## config.mk

```make
export PLATFORM = sky130hd
export DESIGN_NAME = mesh_job_sequencer
export DESIGN_NICKNAME = d
export VERILOG_FILES = /design/src/rtl/mesh_job_sequencer.sv
export SDC_FILE = /design/constraint.sdc
export NUM_CORES = 1
export LEC_CHECK = 0
export ABC_AREA = 0
export CORE_MARGIN = 4
export CORE_UTILIZATION = 35
export CTS_CLUSTER_DIAMETER = 200
export DETAILED_ROUTE_END_ITERATION = 8
export GPL_TIMING_DRIVEN = 0
export PLACE_DENSITY = 0.67
export SLEW_MARGIN = 20
export SYNTH_ARGS = -nofsm -noshare
export SYNTH_HDL_FRONTEND = slang
export SYNTH_SLANG_ARGS = --single-unit
```

## constraint.sdc

```tcl
create_clock -name clk -period 1.8 [get_ports clk]
set_input_delay 0.36 -clock clk [delete_from_list [all_inputs] [get_ports clk]]
set_output_delay 0.36 -clock clk [all_outputs]
set_load 0.05 [all_outputs]
```

## src/rtl/mesh_job_sequencer.sv

```systemverilog
// Initiator for one matrix-vector job on the weight-stationary mesh: preload, start, wait, drain results.
// Define MESH_SEQ_SAT_EN for signed saturation ACC_W->OUT_W; otherwise results are truncated.
module mesh_job_sequencer #(
  parameter int DW       = 8,
  parameter int ROWS     = 8,
  parameter int COLS     = 16,
  parameter int ROW_W    = 3,
  parameter int COL_W    = 4,
  parameter int ACC_W    = 16,
  parameter int OUT_W    = 16,
  parameter int COMP_LAT = 29
) (
  input  logic                     clk,
  input  logic                     rst_n,
  input  logic                     cmd_valid,
  output logic                     cmd_ready,
  input  logic [COLS*DW-1:0]       cmd_x,
  input  logic                     w_valid,
  output logic                     w_ready,
  input  logic [DW-1:0]            w_data,
  output logic                     preload_valid,
  output logic [ROW_W+COL_W-1:0]   preload_addr,
  output logic [DW-1:0]            preload_data,
  output logic                     start,
  output logic [COLS*DW-1:0]       x_vector_flat,
  input  logic [ROWS*ACC_W-1:0]    result_flat,
  output logic                     res_valid,
  input  logic                     res_ready,
  output logic [ROW_W-1:0]         res_row,
  output logic [OUT_W-1:0]         res_data,
  output logic                     res_last,
  output logic                     busy
);

  localparam logic [2:0] S_IDLE  = 3'd0;
  localparam logic [2:0] S_LOAD  = 3'd1;
  localparam logic [2:0] S_FIRE  = 3'd2;
  localparam logic [2:0] S_WAIT  = 3'd3;
  localparam logic [2:0] S_DRAIN = 3'd4;

  localparam int CNT_W = $clog2(COMP_LAT + 1);

  logic [2:0]             state_q, state_d;
  logic [ROW_W-1:0]       row_q, row_d;
  logic [COL_W-1:0]       col_q, col_d;
  logic [CNT_W-1:0]       lat_q, lat_d;
  logic [ROW_W-1:0]       idx_q, idx_d;
  logic [COLS*DW-1:0]     x_q, x_d;
  logic                   pv_q, pv_d;
  logic [ROW_W+COL_W-1:0] pa_q, pa_d;
  logic [DW-1:0]          pd_q, pd_d;
  logic                   start_q, start_d;
  logic                   cap_en;
  logic [ACC_W-1:0]       cap_q [ROWS];
  logic                   drain;

  function automatic logic [OUT_W-1:0] to_out(input logic [ACC_W-1:0] v);
`ifdef MESH_SEQ_SAT_EN
    logic signed [ACC_W-1:0] sat_max;
    logic signed [ACC_W-1:0] sat_min;
    sat_max = {{(ACC_W-OUT_W+1){1'b0}}, {(OUT_W-1){1'b1}}};
    sat_min = {{(ACC_W-OUT_W+1){1'b1}}, {(OUT_W-1){1'b0}}};
    if ($signed(v) > sat_max)      return {1'b0, {(OUT_W-1){1'b1}}};
    else if ($signed(v) < sat_min) return {1'b1, {(OUT_W-1){1'b0}}};
    else                           return OUT_W'(v);
`else
    return OUT_W'(v);
`endif
  endfunction

  always_comb begin
    state_d = state_q;
    row_d   = row_q;
    col_d   = col_q;
    lat_d   = lat_q;
    idx_d   = idx_q;
    x_d     = x_q;
    pv_d    = 1'b0;
    pa_d    = pa_q;
    pd_d    = pd_q;
    start_d = 1'b0;
    cap_en  = 1'b0;
    case (state_q)
      S_IDLE: begin
        if (cmd_valid) begin
          x_d     = cmd_x;
          row_d   = '0;
          col_d   = '0;
          state_d = S_LOAD;
        end
      end
      S_LOAD: begin
        if (w_valid) begin
          pv_d = 1'b1;
          pa_d = {row_q, col_q};
          pd_d = w_data;
          if (col_q == COL_W'(COLS - 1)) begin
            col_d = '0;
            row_d = row_q + 1'b1;
            if (row_q == ROW_W'(ROWS - 1)) state_d = S_FIRE;
          end else begin
            col_d = col_q + 1'b1;
          end
        end
      end
      S_FIRE: begin
        start_d = 1'b1;
        lat_d   = CNT_W'(COMP_LAT);
        state_d = S_WAIT;
      end
      S_WAIT: begin
        // capture one edge after the count hits zero so result_flat has settled
        if (lat_q == '0) begin
          cap_en  = 1'b1;
          idx_d   = '0;
          state_d = S_DRAIN;
        end else begin
          lat_d = lat_q - 1'b1;
        end
      end
      S_DRAIN: begin
        if (res_ready) begin
          if (idx_q == ROW_W'(ROWS - 1)) begin
            idx_d   = '0;
            state_d = S_IDLE;
          end else begin
            idx_d = idx_q + 1'b1;
          end
        end
      end
      default: state_d = S_IDLE;
    endcase
  end

  always_ff @(posedge clk or negedge rst_n) begin
    if (!rst_n) begin
      state_q <= S_IDLE;
      row_q   <= '0;
      col_q   <= '0;
      lat_q   <= '0;
      idx_q   <= '0;
      x_q     <= '0;
      pv_q    <= 1'b0;
      pa_q    <= '0;
      pd_q    <= '0;
      start_q <= 1'b0;
    end else begin
      state_q <= state_d;
      row_q   <= row_d;
      col_q   <= col_d;
      lat_q   <= lat_d;
      idx_q   <= idx_d;
      x_q     <= x_d;
      pv_q    <= pv_d;
      pa_q    <= pa_d;
      pd_q    <= pd_d;
      start_q <= start_d;
    end
  end

  always_ff @(posedge clk or negedge rst_n) begin
    if (!rst_n) begin
      for (int unsigned i = 0; i < ROWS; i++) cap_q[i] <= '0;
    end else if (cap_en) begin
      for (int unsigned i = 0; i < ROWS; i++) cap_q[i] <= result_flat[i*ACC_W +: ACC_W];
    end
  end

  assign drain         = (state_q == S_DRAIN);
  assign cmd_ready     = (state_q == S_IDLE);
  assign w_ready       = (state_q == S_LOAD);
  assign busy          = (state_q != S_IDLE);
  assign preload_valid = pv_q;
  assign preload_addr  = pa_q;
  assign preload_data  = pd_q;
  assign start         = start_q;
  assign x_vector_flat = x_q;
  assign res_valid     = drain;
  assign res_row       = idx_q;
  assign res_data      = drain ? to_out(cap_q[idx_q]) : '0;
  assign res_last      = drain && (idx_q == ROW_W'(ROWS - 1));

endmodule

```

# Yosys cells after proc, flatten, opt, wreduce, memory -nomap -nowiden

Index checks and enable logic that the tools add are counted.

Bits in registers: 291
Logic and storage cells: 84
Output and inout bits: 169
Bits of input ports: 269

$add $sub $neg: 4
Bitwise gates (word level): 1
Order comparisons: 1
Reductions and logical operators: 14
Multiplexer cells: 31
Equal/unequal tests: 15

Operators by type and width:

| cell                                                  | count |
|---|---|
| binary-select mux 16 bit (select 3 bit)               | 1 |
| two-way mux 16 bit                                    | 3 |
| two-way mux 3 bit                                     | 13 |
| one-hot mux 3 bit (5 select lines)                    | 1 |
| two-way mux 4 bit                                     | 3 |
| one-hot mux 3 bit (2 select lines)                    | 2 |
| inequality test 2 bit, second input constant          | 5 |
| one-hot mux 5 bit (2 select lines)                    | 1 |
| equality test 3 bit, second input constant            | 3 |
| one-hot mux 4 bit (2 select lines)                    | 1 |
| AND reduction 7 bit                                   | 1 |
| adder 3 x 1 -> 3 bit, second input constant           | 2 |
| equality test 3 x 2 -> 1 bit, second input constant   | 2 |
| inequality test 2 x 1 -> 1 bit, second input constant | 3 |
| AND reduction 2 bit                                   | 3 |
| AND reduction 3 bit                                   | 2 |
| nonzero test 2 bit                                    | 3 |
| logical NOT 5 bit                                     | 1 |
| two-way mux 1 bit                                     | 5 |
| two-way mux 5 bit                                     | 1 |
| subtractor 5 x 1 -> 5 bit, second input constant      | 1 |
| adder 4 x 1 -> 4 bit, second input constant           | 1 |
| equality test 4 bit, second input constant            | 1 |
| >= comparator 4 bit, second input constant            | 1 |
| 6 further kinds                                       | 6 |

# Longest topological paths before layout

Depth after elaboration: 5
Mapped depth: 7
Mapped depth without buffers: 6

# Least setup slack after synthesis

OpenSTA, ideal clock, no wires.

Kind: register to output
From: register idx_q[2], in the netlist res_row[2]
To: output res_data[10]
Data arrival time: 2306 ps
Setup slack: -866 ps
Path buffers: 2
Required time: 1440 ps
Cell stages (with the launch flop): 5
Cells stage by stage: dfrtp_1 buf_1 clkbuf_1 mux2i_1 nor2_1

Cells in the longest elaborated chain, start to end: 5

Ends and longest elaborated chain:

| what                                                   | RTL line | text |
|---|---|---|
| from (decl)                                            | 47       | `logic [ROW_W-1:0] idx_q, idx_d;` |
| from (signal assigned)                                 | 152      | `idx_q <= idx_d;` |
| NOT 3 -> 4 bit (implied by the code)                   | 180      | `assign res_data = drain ? to_out(cap_q[idx_q]) : '0;` |
| binary-select mux 16 bit (select 3 bit)                | 180      |  |
| two-way mux 16 bit (implied by the code) (2 in series) | 180      |  |
| two-way mux 16 bit                                     | 180      |  |
| to (decl)                                              | 30       | `output logic [OUT_W-1:0] res_data,` |

No other way between the ends. The select of a mux whose other input is x is not followed.

# Worst setup path in the final report

From: register idx_q[0], in the netlist res_row[0]
To: output res_data[7]

The elaborated chain is that of the path after synthesis.

==> flow_summary.yaml <==
detailed_routing:
  ant_nets: 0
  drc: 0
  first_pass_iters: 6
  route.vias.total: 8825
  initialDrtViolationCount: 262
  routed_wirelength_um: 43500
  drt-vias-per-instance: 4.89
  wl_per_cell_um: 24.1
timing:
  finalMaxSlewViolations: 0
  final_hold_viol_count: 0
  fin_crit_sh: 1.43
  fin_ws_ns: -0.772
  worstMarginPinSlew_ns: 0.560
  setup_viol: 236
  final.min_clock_period_ns: 2.57
  relSlewSlack: 0.628
  fmax_mhz: 389
  rsz0062_at_grt: "yes"
  fin_setup_tns_ns: -51.78
  finalClockSkew_ns: 0.0172
yosys:
  yosys_warnings: 0
  synth_nets: 1056
  synth_top_area_share: 0.585
  syn_inst: 781
  yosys.area.top_type: "dfrtp_1"
  ys_ff_latch: 291
  synth_area_leaders: "dfrtp_1, mux2_2, mux2_4"
  synth_cell_types: 34
  avgSynthCellArea_sq_um: 15.9
  syn-cell-area_sq_um: 12400
  synth_edf_count: 0
  ys_seq_area_frac: 0.585
  synthTopCellsByCount: "dfrtp_1, mux2_2, mux2_4"
  synthFlopType: "dfrtp_1"
  synth_most_common_cell: "dfrtp_1"
  async_flop_share: 1.00
critical_path:
  cp_data_arrival_time_ns: 2.21
  critPathTopFamily: "multiplexers"
  critPathBufInv: 3
  cp_max_fo: 7
  crit_slowest_cell: "mux4_2"
  worstSetupPathType: "reg -> out"
  crit_top_cell: "buf_12"
  endpoint_kind: "output port"
  path_cells: "buf_12 > buf_12 > mux4_2 > mux2i_4 > nor2_4 > buf_6"
  start_kind: "register"
  critPathMaxStageDelay_ns: 0.58
  cp.required_ns: 1.44
min_path:
  hold_class: "in -> reg"
floorplanning:
  core_area_sq_um: 34800
  initial_core_util: 0.358
  num_rows: 68
  design.portCount: 438
  die_h_um: 197
  dieArea_sq_um: 38600
  fp.dieW_um: 197
power_and_ir_drop:
  p_int_mw: 21.8
  pwr-share-comb: 0.508
  p_seq_frac: 0.299
  clkPwrFrac: 0.193
  irDropWorstVdd_v: 0.00138
  p_per_area_nw_per_um2: 1730
  swShare: 0.402
  power.switching_mw: 14.6
  power_mw: 36.4
  power_leakage_nw: 9.48
clock_network:
  h-tree-depth: 2
  clock_sinks: 291
  worstSkewPairLatency_ns: 0.50
  clk_pin_slew_ns: 0.06
  cts_tree: "built"
  cts_inserted_buffers: 34
  cts.path.max_buffers: 3
  cts_root_buffer: "clkbuf_16"
layout:
  finish.net_count: 1599
  stdcell_count: 1803
  area_delta_synth_final_pct: 69.2
  drive_above_1_share: 0.419
  nFillCells: 2650
  final_util: 0.605
global_routing:
  antenna_found_initial: 7
  grt_pass1_wl_um: 60000
  grt_pass1_vias: 9477
  grt_usage: 0.204
  grt_overflow: 0
  grt_max_degree: 93
place:
  post-place-ws_ns: -1.10
  place_hpwl_um: 30000
  portBuffers: 437
  place_congestion: 0.835
  place_inst: 1676
flow_run:
  drv_cap: 0
outcome:
  violations: "setup timing"
  outcome: "finished with violations"
## power by group through the flow
| stage | Clock (mW) | Sequential, mW | Combinational [mW] |
|---|---|---|---|
| finish | 7.02 | 10.9 | 18.5 |
| CTS | 7.21 | 10.8 | 16.4 |
| detailed placement | 0 | 10.9 | 16.9 |
| global route | 7.48 | 11.2 | 19.2 |
| floorplan | 0 | 16.4 | 5.45 |
| global placement | 0 | 10.8 | 16.7 |
## layout by cell type (no fill, tap or decap), drive strengths merged, types with 2 or more instances in the layout
cell,n
a21oi,2
clkdlybuf4s15,76
mux2i,17
dlygate4sd2,67
nand2,46
clkbuf,80
nor2,26
o21ai,15
nand3,9
clkinvlp,4
ha,6
diode,2
a32o,3
clkdlybuf4s50,267
mux2,257
buf,108
xor2,2
and2,2
inv,12
dfrtp,291
bufinv,3
mux4,32
clkinv,5
## metal layers
layer  vias to the layer above  global-route usage  wire length, um  part of all wire
met5                         -                   0               57            0.0013
met4                        10              0.0565             1110             0.026
met3                        75              0.0703             3630             0.084
met2                       329               0.360            22000              0.51
met1                      4506               0.236            16700              0.38
li1                       3905                   -                -                 -
## path summary, 6_finish.rpt
path | startpoint | end | slack (ns) | depth (start not counted)
hold reg to reg | preload_addr[5] | preload_addr[5] | 0.47 | 2
max in group asynchronous | rst_n | x_vector_flat[123] | 0.26 | 5
hold / removal | w_data[6] | preload_data[6] | 0.40 | 3
min in group asynchronous | rst_n | cap_q[4] | 0.56 | 3
setup reg to reg | lat_q[0] | cap_q[76] | -0.31 | 7
setup / recovery | res_row[0] | res_data[7] | -0.77 | 6
## sequential cells by signal (all words and copies together) (netlist names)
signal	cells
res_row	3
start	1
lat_q	5
state_q	3
preload_valid	1
preload_addr	7
preload_data	8
cap_q	128
x_vector_flat	128
col_q	4
row_q	3
## stage by stage
stage	instance area (sq um)	hold slack [ns]
6_report	21100	0.398
5_1_grt	21100	0.399
4_1_cts	19800	0.374
3_5_place_dp	17900	0.215
3_3_place_gp	17800	0.461
2_1_floorplan	12800	0.0644
## area by class of cell
type,instances,area (sq um),area share
sequential,291,7290,0.346
timing repair buffer,508,5650,0.268
multi-input combinational,432,5640,0.268
clock buffer,47,1000,0.0475
buffer,44,716,0.0340
tap,455,569,0.0270
clock inverter,11,139,0.00660
inverter,13,56.3,0.00267
antenna,2,5.00,0.000238
## logic make-up after synthesis
kind of cell | count (synthesis) | synth area share
AO/OA/AOI/OAI | 26 | 0.0136
XOR/XNOR | 2 | 0.00141
adder cells (fa/ha/maj) | 6 | 0.00603
buffers and inverters | 58 | 0.0265
flip-flops | 291 | 0.585
multiplexers | 306 | 0.334
AND/OR/NAND/NOR | 92 | 0.0336
## repair_timing
item / 4_1_cts / 5_1_grt
endpoints found under the hold margin: 23 / 0
setup buffers: 22 / 18
resized for setup: 436 / 226
hold buffers: 2 / 0
pin swaps: 7 / 18
gates cloned: 15 / 20
endpoints found under the setup margin: 434 / 408
## worst min-delay path, stage by stage
cell and delay, ns:
clkdlybuf4s50_1 0.40, nand2_1 0.06, nand2_1 0.04
Note: power is estimated with default switching activity, not from simulation.
